===== config.mk =====
export PLATFORM = sky130hd
export DESIGN_NAME = alu_seq_ctrl_flat
export DESIGN_NICKNAME = d
export VERILOG_FILES = /design/src/rtl/alu_pkg.sv /design/src/rtl/alu_seq_ctrl_if.sv /design/src/rtl/alu_step_counter.sv /design/src/rtl/alu_seq_ctrl.sv /design/src/flat_wrapper.sv
export SDC_FILE = /design/constraint.sdc
export NUM_CORES = 1
export LEC_CHECK = 0
export CORE_ASPECT_RATIO = 0.75
export CORE_MARGIN = 4
export CORE_UTILIZATION = 37
export DETAILED_ROUTE_END_ITERATION = 10
export RECOVER_POWER = 25
export SLEW_MARGIN = 10
export SYNTH_ARGS = -nofsm -noshare
export SYNTH_HDL_FRONTEND = slang
export SYNTH_SLANG_ARGS = --single-unit
export TNS_END_PERCENT = 50

===== constraint.sdc =====
create_clock -name CLK -period 3.6 [get_ports CLK]
set_input_delay 0.72 -clock CLK [delete_from_list [all_inputs] [get_ports CLK]]
set_output_delay 0.72 -clock CLK [all_outputs]
set_load 0.1 [all_outputs]

===== src/rtl/alu_pkg.sv =====
`default_nettype none
// ---------------------------------------------------------------------------
// alu_pkg : shared widths, ALU unit-class codes and sequencer state encoding
// Revision: 1.0
// ---------------------------------------------------------------------------
package alu_pkg;

    localparam int CTRL_W  = 3;
    localparam int SHAMT_W = 5;

    localparam logic [CTRL_W-1:0] ALU_ADDSUB = 3'b000;
    localparam logic [CTRL_W-1:0] ALU_SET    = 3'b001;
    localparam logic [CTRL_W-1:0] ALU_LOGIC  = 3'b010;
    localparam logic [CTRL_W-1:0] ALU_SHIFT  = 3'b011;
    localparam logic [CTRL_W-1:0] ALU_BRANCH = 3'b100;
    localparam logic [CTRL_W-1:0] ALU_IDLE   = 3'b111;

    typedef enum logic [2:0] {
        ST_IDLE = 3'd0,
        ST_LOAD = 3'd1,
        ST_STEP = 3'd2,
        ST_CAPT = 3'd3,
        ST_RESP = 3'd4
    } state_t;

endpackage
`default_nettype wire


===== src/rtl/alu_seq_ctrl_if.sv =====
`default_nettype none
// ---------------------------------------------------------------------------
// alu_seq_ctrl_if : request/response handshake between issue logic and ALU sequencer
// Revision: 1.0
// ---------------------------------------------------------------------------
interface alu_seq_ctrl_if;
    import alu_pkg::*;

    logic               req_valid;
    logic               req_ready;
    logic [CTRL_W-1:0]  req_ctrl;
    logic [SHAMT_W-1:0] req_shamt;
    logic               res_valid;
    logic               res_err;
    logic               res_ready;

    modport master (
        output req_valid, req_ctrl, req_shamt, res_ready,
        input  req_ready, res_valid, res_err
    );

    modport slave (
        input  req_valid, req_ctrl, req_shamt, res_ready,
        output req_ready, res_valid, res_err
    );

endinterface
`default_nettype wire


===== src/rtl/alu_step_counter.sv =====
`default_nettype none
// ---------------------------------------------------------------------------
// alu_step_counter : loadable down-counter with zero and last-step flags
// Revision: 1.0
// ---------------------------------------------------------------------------
module alu_step_counter #(
    parameter int WIDTH = 5
) (
    input  logic             clk,
    input  logic             rst_n,
    input  logic             clear,
    input  logic             load,
    input  logic [WIDTH-1:0] load_value,
    input  logic             dec,
    output logic             zero,
    output logic             last
);

    logic [WIDTH-1:0] r_count;

    // clear wins over load so an abort never leaves a stale count behind
    always_ff @(posedge clk or negedge rst_n) begin
        if (!rst_n) begin
            r_count <= '0;
        end else if (clear) begin
            r_count <= '0;
        end else if (load) begin
            r_count <= load_value;
        end else if (dec && (r_count != '0)) begin
            r_count <= r_count - 1'b1;
        end
    end

    assign zero = (r_count == '0);
    assign last = (r_count == {{(WIDTH-1){1'b0}}, 1'b1});

endmodule
`default_nettype wire


===== src/rtl/alu_seq_ctrl.sv =====
`default_nettype none
// ---------------------------------------------------------------------------
// alu_seq_ctrl : ALU execution-stage sequencer (unit select, shifter steps, result capture)
// Revision: 1.0
// ---------------------------------------------------------------------------
module alu_seq_ctrl
    import alu_pkg::*;
(
    input  logic                CLK,
    input  logic                rst_n,
    alu_seq_ctrl_if.slave       bus,
    input  logic                flush,
    output logic [CTRL_W-1:0]   alu_ctrl,
    output logic                shift_load,
    output logic                shift_step,
    output logic                res_capture,
    output logic                busy
);

    state_t             r_state;
    state_t             w_next_state;
    logic [CTRL_W-1:0]  r_ctrl;
    logic               r_err;
    logic               w_accept;
    logic               w_cnt_zero;
    logic               w_cnt_last;

    // a new request may overlap the response handshake, but never a flush
    assign bus.req_ready = ((r_state == ST_IDLE) ||
                            ((r_state == ST_RESP) && bus.res_ready)) && !flush;
    assign w_accept      = bus.req_valid && bus.req_ready;

    alu_step_counter #(
        .WIDTH      (SHAMT_W)
    ) u_step_counter (
        .clk        (CLK),
        .rst_n      (rst_n),
        .clear      (flush),
        .load       (w_accept),
        .load_value (bus.req_shamt),
        .dec        (r_state == ST_STEP),
        .zero       (w_cnt_zero),
        .last       (w_cnt_last)
    );

    always_ff @(posedge CLK or negedge rst_n) begin
        if (!rst_n) begin
            r_state <= ST_IDLE;
            r_ctrl  <= ALU_IDLE;
            r_err   <= 1'b0;
        end else begin
            r_state <= w_next_state;
            if (w_accept) begin
                r_ctrl <= bus.req_ctrl;
                r_err  <= (bus.req_ctrl > ALU_BRANCH);
            end
        end
    end

    always_comb begin
        w_next_state = r_state;
        if (flush) begin
            w_next_state = ST_IDLE;
        end else begin
            unique case (r_state)
                ST_IDLE: begin
                    if (w_accept) begin
                        w_next_state = (bus.req_ctrl == ALU_SHIFT) ? ST_LOAD : ST_CAPT;
                    end
                end
                ST_LOAD: w_next_state = w_cnt_zero ? ST_CAPT : ST_STEP;
                ST_STEP: w_next_state = w_cnt_last ? ST_CAPT : ST_STEP;
                ST_CAPT: w_next_state = ST_RESP;
                ST_RESP: begin
                    if (w_accept) begin
                        w_next_state = (bus.req_ctrl == ALU_SHIFT) ? ST_LOAD : ST_CAPT;
                    end else if (bus.res_ready) begin
                        w_next_state = ST_IDLE;
                    end
                end
                default: w_next_state = ST_IDLE;
            endcase
        end
    end

    // illegal codes still pass through CAPT so their response keeps fixed latency
    always_comb begin
        alu_ctrl    = ALU_IDLE;
        shift_load  = 1'b0;
        shift_step  = 1'b0;
        res_capture = 1'b0;
        unique case (r_state)
            ST_LOAD: begin
                alu_ctrl   = ALU_SHIFT;
                shift_load = 1'b1;
            end
            ST_STEP: begin
                alu_ctrl   = ALU_SHIFT;
                shift_step = 1'b1;
            end
            ST_CAPT: begin
                alu_ctrl    = r_err ? ALU_IDLE : r_ctrl;
                res_capture = !r_err;
            end
            default: ;
        endcase
    end

    assign bus.res_valid = (r_state == ST_RESP);
    assign bus.res_err   = (r_state == ST_RESP) && r_err;
    assign busy          = (r_state != ST_IDLE);

endmodule
`default_nettype wire


===== src/flat_wrapper.sv =====
// flat-port wrapper written by rule: the top's interface ports become plain ports
module alu_seq_ctrl_flat import alu_pkg::*;
  (CLK, rst_n, flush, alu_ctrl, shift_load, shift_step, res_capture, busy, bus_req_valid, bus_req_ctrl, bus_req_shamt, bus_res_ready, bus_req_ready, bus_res_valid, bus_res_err);
  alu_seq_ctrl_if bus_i ();
  input  logic CLK;
  input  logic rst_n;
  input  logic flush;
  output logic [CTRL_W-1:0] alu_ctrl;
  output logic shift_load;
  output logic shift_step;
  output logic res_capture;
  output logic busy;
  input wire logic [$bits(bus_i.req_valid)-1:0] bus_req_valid;
  input wire logic [$bits(bus_i.req_ctrl)-1:0] bus_req_ctrl;
  input wire logic [$bits(bus_i.req_shamt)-1:0] bus_req_shamt;
  input wire logic [$bits(bus_i.res_ready)-1:0] bus_res_ready;
  output wire logic [$bits(bus_i.req_ready)-1:0] bus_req_ready;
  output wire logic [$bits(bus_i.res_valid)-1:0] bus_res_valid;
  output wire logic [$bits(bus_i.res_err)-1:0] bus_res_err;
  assign bus_i.req_valid = bus_req_valid;
  assign bus_i.req_ctrl = bus_req_ctrl;
  assign bus_i.req_shamt = bus_req_shamt;
  assign bus_i.res_ready = bus_res_ready;
  assign bus_req_ready = bus_i.req_ready;
  assign bus_res_valid = bus_i.res_valid;
  assign bus_res_err = bus_i.res_err;
  alu_seq_ctrl u_core (.CLK(CLK), .rst_n(rst_n), .bus(bus_i), .flush(flush), .alu_ctrl(alu_ctrl), .shift_load(shift_load), .shift_step(shift_step), .res_capture(res_capture), .busy(busy));
endmodule

==> results.cfg, run 1 <==
[synth]
async_flop_share = 1.00
synth_top_family_by_area = simple AND/OR/NAND/NOR gates
avgSynthCellArea_sq_um = 9.73
yosysTopAreaCellShare = 0.272
synth_compound_area_frac = 0.135
synthMuxAreaShare = 0.0726
synth-main-ff-cell = dfrtp_1
synth_xor_area_frac = 0.0212
synth_fp_nets = 101
synth_top_area_cell = dfrtp_1
synth_fa_ha_area_frac = 0.0454
synth_area_sq_um = 827
yosys_register_bits = 12
ys_seq_area_frac = 0.368
yosys_warnings = 0
synth-edff-count = 0
ys_types = 40
synthTopCellsByArea = dfrtp_1, dfstp_2, mux2_2
synth_simple_gate_area_frac = 0.307
postSynthCellCount = 85

[floorplanning]
rows = 14
dieWidth_microns = 62.6
chipHeight_microns = 48.9
start_util = 0.400
pin_count = 23
dieArea_sq_mm = 0.00306
core_region_area_sq_mm = 0.00207

[drt]
wirelength_microns = 1890
viasPerCell = 5.43
wl_per_cell_microns = 14.6
dr.pass1.iters = 4
drc = 0
num_vias = 706
drtAntennaViolNets = 0
drtIter0Drc = 15

[setup_path]
crit_type = reg -> out
crit_slowest_cell = clkdlybuf4s50_1
start_kind = register
worst_ep_required_time_ns = 2.88
crit_buf_inv = 1
slowest_delay_ns = 1.12
critical_path.endpoint_type = output port
cp_top_family = buffers and inverters
critPathMaxFanout = 12
crit_arrival_ns = 2.19
cp_cell_sequence = or3_1, clkdlybuf4s50_1

[pwr]
irDropWorstVdd_v = 0.000316
power.leakage_uw = 0.000448
p_total_uw = 660
power.density_mw_per_mm2 = 615

[grt]
antenna_found_initial = 0
grt_use_total = 0.127
grt_overflow = 0
grt_pass1_wl_microns = 3080
grt_max_degree = 16
grt_pass1_vias = 651

[placement]
port_buffers = 22
place_inst = 126
place_hpwl_microns = 1430
routabilityCongestion = 0.701

[clock_tree]
cts_tree = yes
cts_made_buffers = 3
cts_max_level = 1
postCtsSetupBuffers = 0
clk_latency_ns = 0.27
cts_num_sinks = 12
clkTransAtPathRegs_ns = 0.08
holdBufCountCts = 0
cts.repair.resized = 0
clk_path_buf_depth = 2
clock-root-buffer = clkbuf_4

[final_layout]
fin_nets = 123
layout_common_cells = clkdlybuf4s50_1, buf_4, nor2_1, dfrtp_1, nand2_1
diodes = 0
layout_commonest_cell = clkdlybuf4s50_1
area_growth_pct = 29.8
finalNonFillerCells = 130
drive_gt1_frac = 0.264

[run_status]
status = complete, no violations

[sta]
fmax_mhz = 344
relSlewSlack = 0.355
final.setup_skew_ns = 0.00379
setup-violations-final = 0
finalHoldViolations = 0
finalWorstPathRequiredPeriod_ns = 2.91
drv_slew = 0
finalSetupTns_ns = 0
final.period_utilization = 0.809
rsz0062_at_grt = no
worstMarginPinSlew_ns = 0.964

[worst_hold_path]
min_path_type = reg -> reg

[job]
maxCapViolCount = 0
through the flow:
step	utilization	cell area, sq um	setup WS (ns)	hold WS (ns)
floorplan	-	833	0.0637	0.424
global placement	0.502	1040	0.911	0.563
detailed placement	0.502	1040	0.937	0.565
CTS	0.519	1070	0.685	0.582
global route	0.519	1070	0.607	0.628
finish	0.519	1070	0.689	0.581
flip-flops by register name, indices dropped and copies added (netlist names):
| name | count |
|---|---|
| u_core.r_err | 1 |
| u_core.r_ctrl | 3 |
| u_core.u_step_counter.r_count | 5 |
| u_core.r_state | 3 |
worst register-to-register path, delay by kind of cell, from the launching register on:
| kind | cells | cell delay [ns] |
|---|---|---|
| flops | 1 | 0.57 |
| mux | 1 | 0.32 |
| simple gates | 2 | 0.58 |
| compound gates | 1 | 0.20 |
power breakdown:
group          total (uW)  switching (uW)  internal (uW)
Combinational         327             203            124
Clock                 109            47.0           61.5
Sequential            224            47.9            176
Total                 660             298            362
cells by family (layout without fill, tap and decap cells):
group | after synthesis | in the layout
compound gates | 14 | 14
xor+xnor | 2 | 2
fa+ha+maj | 3 | 3
buf+inv | 9 | 30
flops | 12 | 12
mux | 5 | 5
simple gates | 40 | 40
per-layer routing:
layer	wire (microns)	share of wire	GRT usage	vias to the layer above
met5	0	0	0	-
met4	0	0	0.0256	0
met3	113	0.060	0.0622	0
met2	829	0.44	0.175	17
met1	951	0.50	0.178	332
li1	-	-	-	357
cell type report:
class                   instances  area (sq um)
multi-input cells              64           487
flip-flops and latches         12           304
clock buffers                   4          36.3
repair buffers                 23           205
inverters                       3          11.3
well taps                      24          30.0
fillers                       207           993
synth_stat cells (all sizes together), types with 2 or more instances:
library cell / instances
nor3: 2
nand3b: 2
clkbuf: 2
buf: 4
nand2: 7
a311oi: 2
nor3b: 2
dfrtp: 9
xnor2: 2
nor2b: 2
nand3: 2
o21ai: 2
nor4: 3
nor2: 9
ha: 3
dfstp: 3
mux2: 5
a211oi: 3
or3: 4
inv: 3
path summary, 6_finish.rpt:
kind	end	from	slack, ns	depth (start not counted)
max in group asynchronous	u_core.r_ctrl[2]	rst_n	2.35	1
setup reg to reg	u_core.u_step_counter.r_count[1]	u_core.r_state[1]	1.85	4
hold / removal	u_core.r_err	u_core.r_err	0.58	2
hold reg to reg	u_core.r_err	u_core.r_err	0.58	2
setup / recovery	busy	u_core.r_state[0]	0.69	2
min in group asynchronous	u_core.u_step_counter.r_count[4]	rst_n	0.87	1
(Power assumes the default switching activity.)
==> run 2, diff against run 1 <==
- clock period: 3.6 -> 3 ns (I/O delays scaled with it)
==> results.cfg, run 2 (same netlist as run 1, synthesis figures left out) <==
[sta]
final.setup_skew_ns = 0.00263
finalHoldViolations = 0
worstMarginPinSlew_ns = 0.568
rsz0062_at_grt = no
finalWorstPathRequiredPeriod_ns = 2.42
setup_ws_ns = 0.583
relSlewSlack = 0.620
drv_slew = 0
setup-violations-final = 0
fmax_mhz = 414
final.period_utilization = 0.806

[floorplanning]
rows = 14
pin_count = 23
start_util = 0.400
dieWidth_microns = 62.6
chipHeight_microns = 48.9
dieArea_sq_mm = 0.00306
core_region_area_sq_mm = 0.00207

[pwr]
power.leakage_uw = 0.000461
comb_power_share = 0.502
p_int_uw = 441
switchingPower_uw = 357
power.density_mw_per_mm2 = 728
clkPwrFrac = 0.162
irDropWorstVdd_v = 0.000336
p_seq_frac = 0.336
p_total_uw = 798
netSwitchingFraction = 0.448

[worst_hold_path]
min-delay-start = u_core.r_err
hold_path_end = u_core.r_err
min_path_type = reg -> reg
hold_depth = 2

[drt]
viasPerCell = 5.47
dr.pass1.iters = 4
drtAntennaViolNets = 0
num_vias = 716
drc = 0
wl_per_cell_microns = 14.0
wirelength_microns = 1830
drtIter0Drc = 28

[setup_path]
reg2reg_from = u_core.r_state[0]
reg2reg_setup_slack_ns = 1.11
startpoint = bus_res_ready
start_kind = input pin
timing.rr.end = u_core.u_step_counter.r_count[0]
crit_arrival_ns = 1.82
worst_ep_required_time_ns = 2.40
rr_worst_depth = 4
crit_type = in -> out
critPathMaxFanout = 4
critical_path.endpoint_type = output port

[grt]
grt_use_total = 0.125
grt_pass1_wl_microns = 3060
antenna_found_initial = 0
grt_overflow = 0
grt_pass1_vias = 663
grt_max_degree = 14

[clock_tree]
clk_path_buf_depth = 2
cts_made_buffers = 3
cts_num_sinks = 12
clk_latency_ns = 0.27
clock-root-buffer = clkbuf_4
holdBufCountCts = 0
clkTransAtPathRegs_ns = 0.08
cts.repair.resized = 0
cts_tree = yes
postCtsSetupBuffers = 0
cts_max_level = 1

[final_layout]
largest_reg_flops = 5
area_growth_pct = 32.5
drive_gt1_frac = 0.290
top_regs = u_core.u_step_counter.r_count x5, u_core.r_ctrl x3, u_core.r_state x3
diodes = 0
regMostFlops = u_core.u_step_counter.r_count
fin_nets = 124
layout_common_cells = clkdlybuf4s50_1, buf_4, nor2_1, dfrtp_1, nand2_1

[run_status]
status = complete, no violations

[placement]
place_hpwl_microns = 1390
routabilityCongestion = 0.768
place_ws_ns = 0.580
port_buffers = 22

[job]
maxCapViolCount = 0
run 2: changes by cell type in the layout (fill, tap and decap cells not counted):
cell and delta:
buf_12 +1, buf_4 +1, clkdlybuf4s50_1 -1, nor3b_1 -1
nor3b_2 +1
run 2: cell type report:
class | count | area, sq um
Timing Repair Buffer | 24 | 223
Multi-Input combinational cell | 64 | 492
Inverter | 3 | 11.3
Tap cell | 24 | 30.0
Sequential cell | 12 | 304
Fill cell | 193 | 971
Clock buffer | 4 | 36.3
run 2: worst max path at each step:
stage	to	slack (ns)	cells after the start
2_1_floorplan	bus_req_ready	-0.07	2
3_3_place_gp	bus_req_ready	0.60	4
3_5_place_dp	bus_req_ready	0.58	4
4_1_cts	bus_req_ready	0.58	4
5_1_grt	bus_req_ready	0.52	4
6_report	bus_req_ready	0.58	4
run 2: metal layers:
| layer | track usage | share of wire | up-vias |
|---|---|---|---|
| li1 | - | - | 359 |
| met1 | 0.179 | 0.52 | 342 |
| met2 | 0.175 | 0.42 | 15 |
| met3 | 0.0599 | 0.053 | 0 |
| met4 | 0.0110 | 0 | 0 |
| met5 | 0 | 0 | - |
run 2: through the flow:
stage | cells | instance area [sq um] | util | hold slack, ns | TNS (ns)
after global placement | 127 | 1060 | 0.513 | 0.551 | 0
after CTS | 131 | 1100 | 0.530 | 0.581 | 0
after floorplan | 85 | 838 | - | 0.304 | -0.0692
final | 131 | 1100 | 0.530 | 0.574 | 0
after detailed placement | 127 | 1060 | 0.513 | 0.558 | 0
after global routing | 131 | 1100 | 0.530 | 0.614 | 0
run 2: critical path: stages:
cell	delay [ns]
clkdlybuf4s50_1	0.53
and2b_1	0.23
nor4_2	0.24
buf_12	0.22
run 2: power by group through the flow:
stage / Sequential, uW / Combinational [uW] / Clock [uW]
after floorplan: 246 / 335 / 0
after global placement: 269 / 399 / 0
after detailed placement: 271 / 401 / 0
after CTS: 268 / 404 / 136
after global routing: 277 / 429 / 145
final: 268 / 400 / 130
==> run 3, diff against run 2 <==
- clock period: 3 -> 2.44 ns (I/O delays scaled with it)
==> results.cfg, run 3 (same netlist as run 1, synthesis figures left out) <==
[grt]
grt_use_total = 0.142
grt_pass1_wl_microns = 3480
grt_overflow = 0
antenna_found_initial = 0
grt_pass1_vias = 753
grt_max_degree = 16

[setup_path]
crit_arrival_ns = 1.74
slowest_delay_ns = 0.61
crit_slowest_cell = dfrtp_1
crit_type = reg -> out
cp_top_family = simple AND/OR/NAND/NOR gates
start_kind = register
worst_ep_required_time_ns = 1.95
cp_cell_sequence = nand3b_1, or3_1, buf_12
crit_buf_inv = 1
critPathMaxFanout = 12
critical_path.endpoint_type = output port

[drt]
wl_per_cell_microns = 14.4
num_vias = 723
viasPerCell = 5.52
dr.pass1.iters = 4
wirelength_microns = 1880
drc = 0
drtAntennaViolNets = 0
drtIter0Drc = 17

[final_layout]
diodes = 0
area_growth_pct = 44.6
largest_reg_flops = 5
layout_commonest_cell = clkdlybuf4s50_1
layout_common_cells = clkdlybuf4s50_1, nor2_1, buf_12, dfrtp_1, nand2_1
regMostFlops = u_core.u_step_counter.r_count
drive_gt1_frac = 0.290
top_regs = u_core.u_step_counter.r_count x5, u_core.r_ctrl x3, u_core.r_state x3
fin_nets = 124

[floorplanning]
start_util = 0.400
core_region_area_sq_mm = 0.00207
dieArea_sq_mm = 0.00306
dieWidth_microns = 62.6
rows = 14
chipHeight_microns = 48.9
pin_count = 23

[sta]
setup-violations-final = 0
finalWorstPathRequiredPeriod_ns = 2.23
final.setup_skew_ns = 0.00123
finalHoldViolations = 0
finalSetupTns_ns = 0
final.period_utilization = 0.914
timing.hold.ws_ns = 0.623
setup_ws_ns = 0.209
worstMarginPinSlew_ns = 0.549
rsz0062_at_grt = no
relSlewSlack = 0.633
fmax_mhz = 448
drv_slew = 0

[placement]
place_ws_ns = 0.264
port_buffers = 22
place_hpwl_microns = 1460
routabilityCongestion = 0.784

[run_status]
status = complete, no violations

[worst_hold_path]
min_path_type = reg -> reg

[pwr]
power.leakage_uw = 0.000494
irDropWorstVdd_v = 0.000374
power.density_mw_per_mm2 = 862
p_total_uw = 1030

[clock_tree]
cts_num_sinks = 12
clock-root-buffer = clkbuf_4
cts_made_buffers = 3
cts_max_level = 1
cts.repair.resized = 0
clkTransAtPathRegs_ns = 0.08
clk_path_buf_depth = 2
postCtsSetupBuffers = 0
clk_latency_ns = 0.28
holdBufCountCts = 0
cts_tree = yes

[job]
maxCapViolCount = 0
[run 3: area by class of cell]
| class | count | area, sq um |
|---|---|---|
| fillers | 189 | 871 |
| multi-input cells | 64 | 492 |
| repair buffers | 24 | 323 |
| flip-flops and latches | 12 | 304 |
| clock buffers | 4 | 36.3 |
| well taps | 24 | 30.0 |
| inverters | 3 | 11.3 |
[run 3: worst paths after layout]
check | end | slack, ns | cells past startpoint | start
min in group asynchronous | u_core.u_step_counter.r_count[1] | 0.63 | 1 | rst_n
min reg2reg | u_core.r_ctrl[0] | 0.62 | 1 | u_core.r_ctrl[0]
min | u_core.r_ctrl[0] | 0.62 | 1 | u_core.r_ctrl[0]
max reg2reg | u_core.u_step_counter.r_count[1] | 0.61 | 4 | u_core.r_state[1]
max | alu_ctrl[1] | 0.21 | 3 | u_core.r_state[0]
max in group asynchronous | u_core.r_ctrl[0] | 1.44 | 1 | rst_n
[run 3: routing by layer]
layer	global-route usage	vias up	share of wire
met4	0.0440	0	0.014
met3	0.0576	4	0.048
met5	0	-	0
li1	-	358	-
met2	0.211	15	0.45
met1	0.188	346	0.48
[run 3: power by group]
group | switching (uW) | internal [uW]
registers | 70.8 | 260
clock network | 69.2 | 90.8
logic | 310 | 230
[run 3: metrics by stage]
step,instances,util,cell area (sq um)
2_1_floorplan,85,-,838
3_5_place_dp,127,0.561,1160
5_1_grt,131,0.579,1200
4_1_cts,131,0.579,1200
6_report,131,0.579,1200
3_3_place_gp,127,0.561,1160
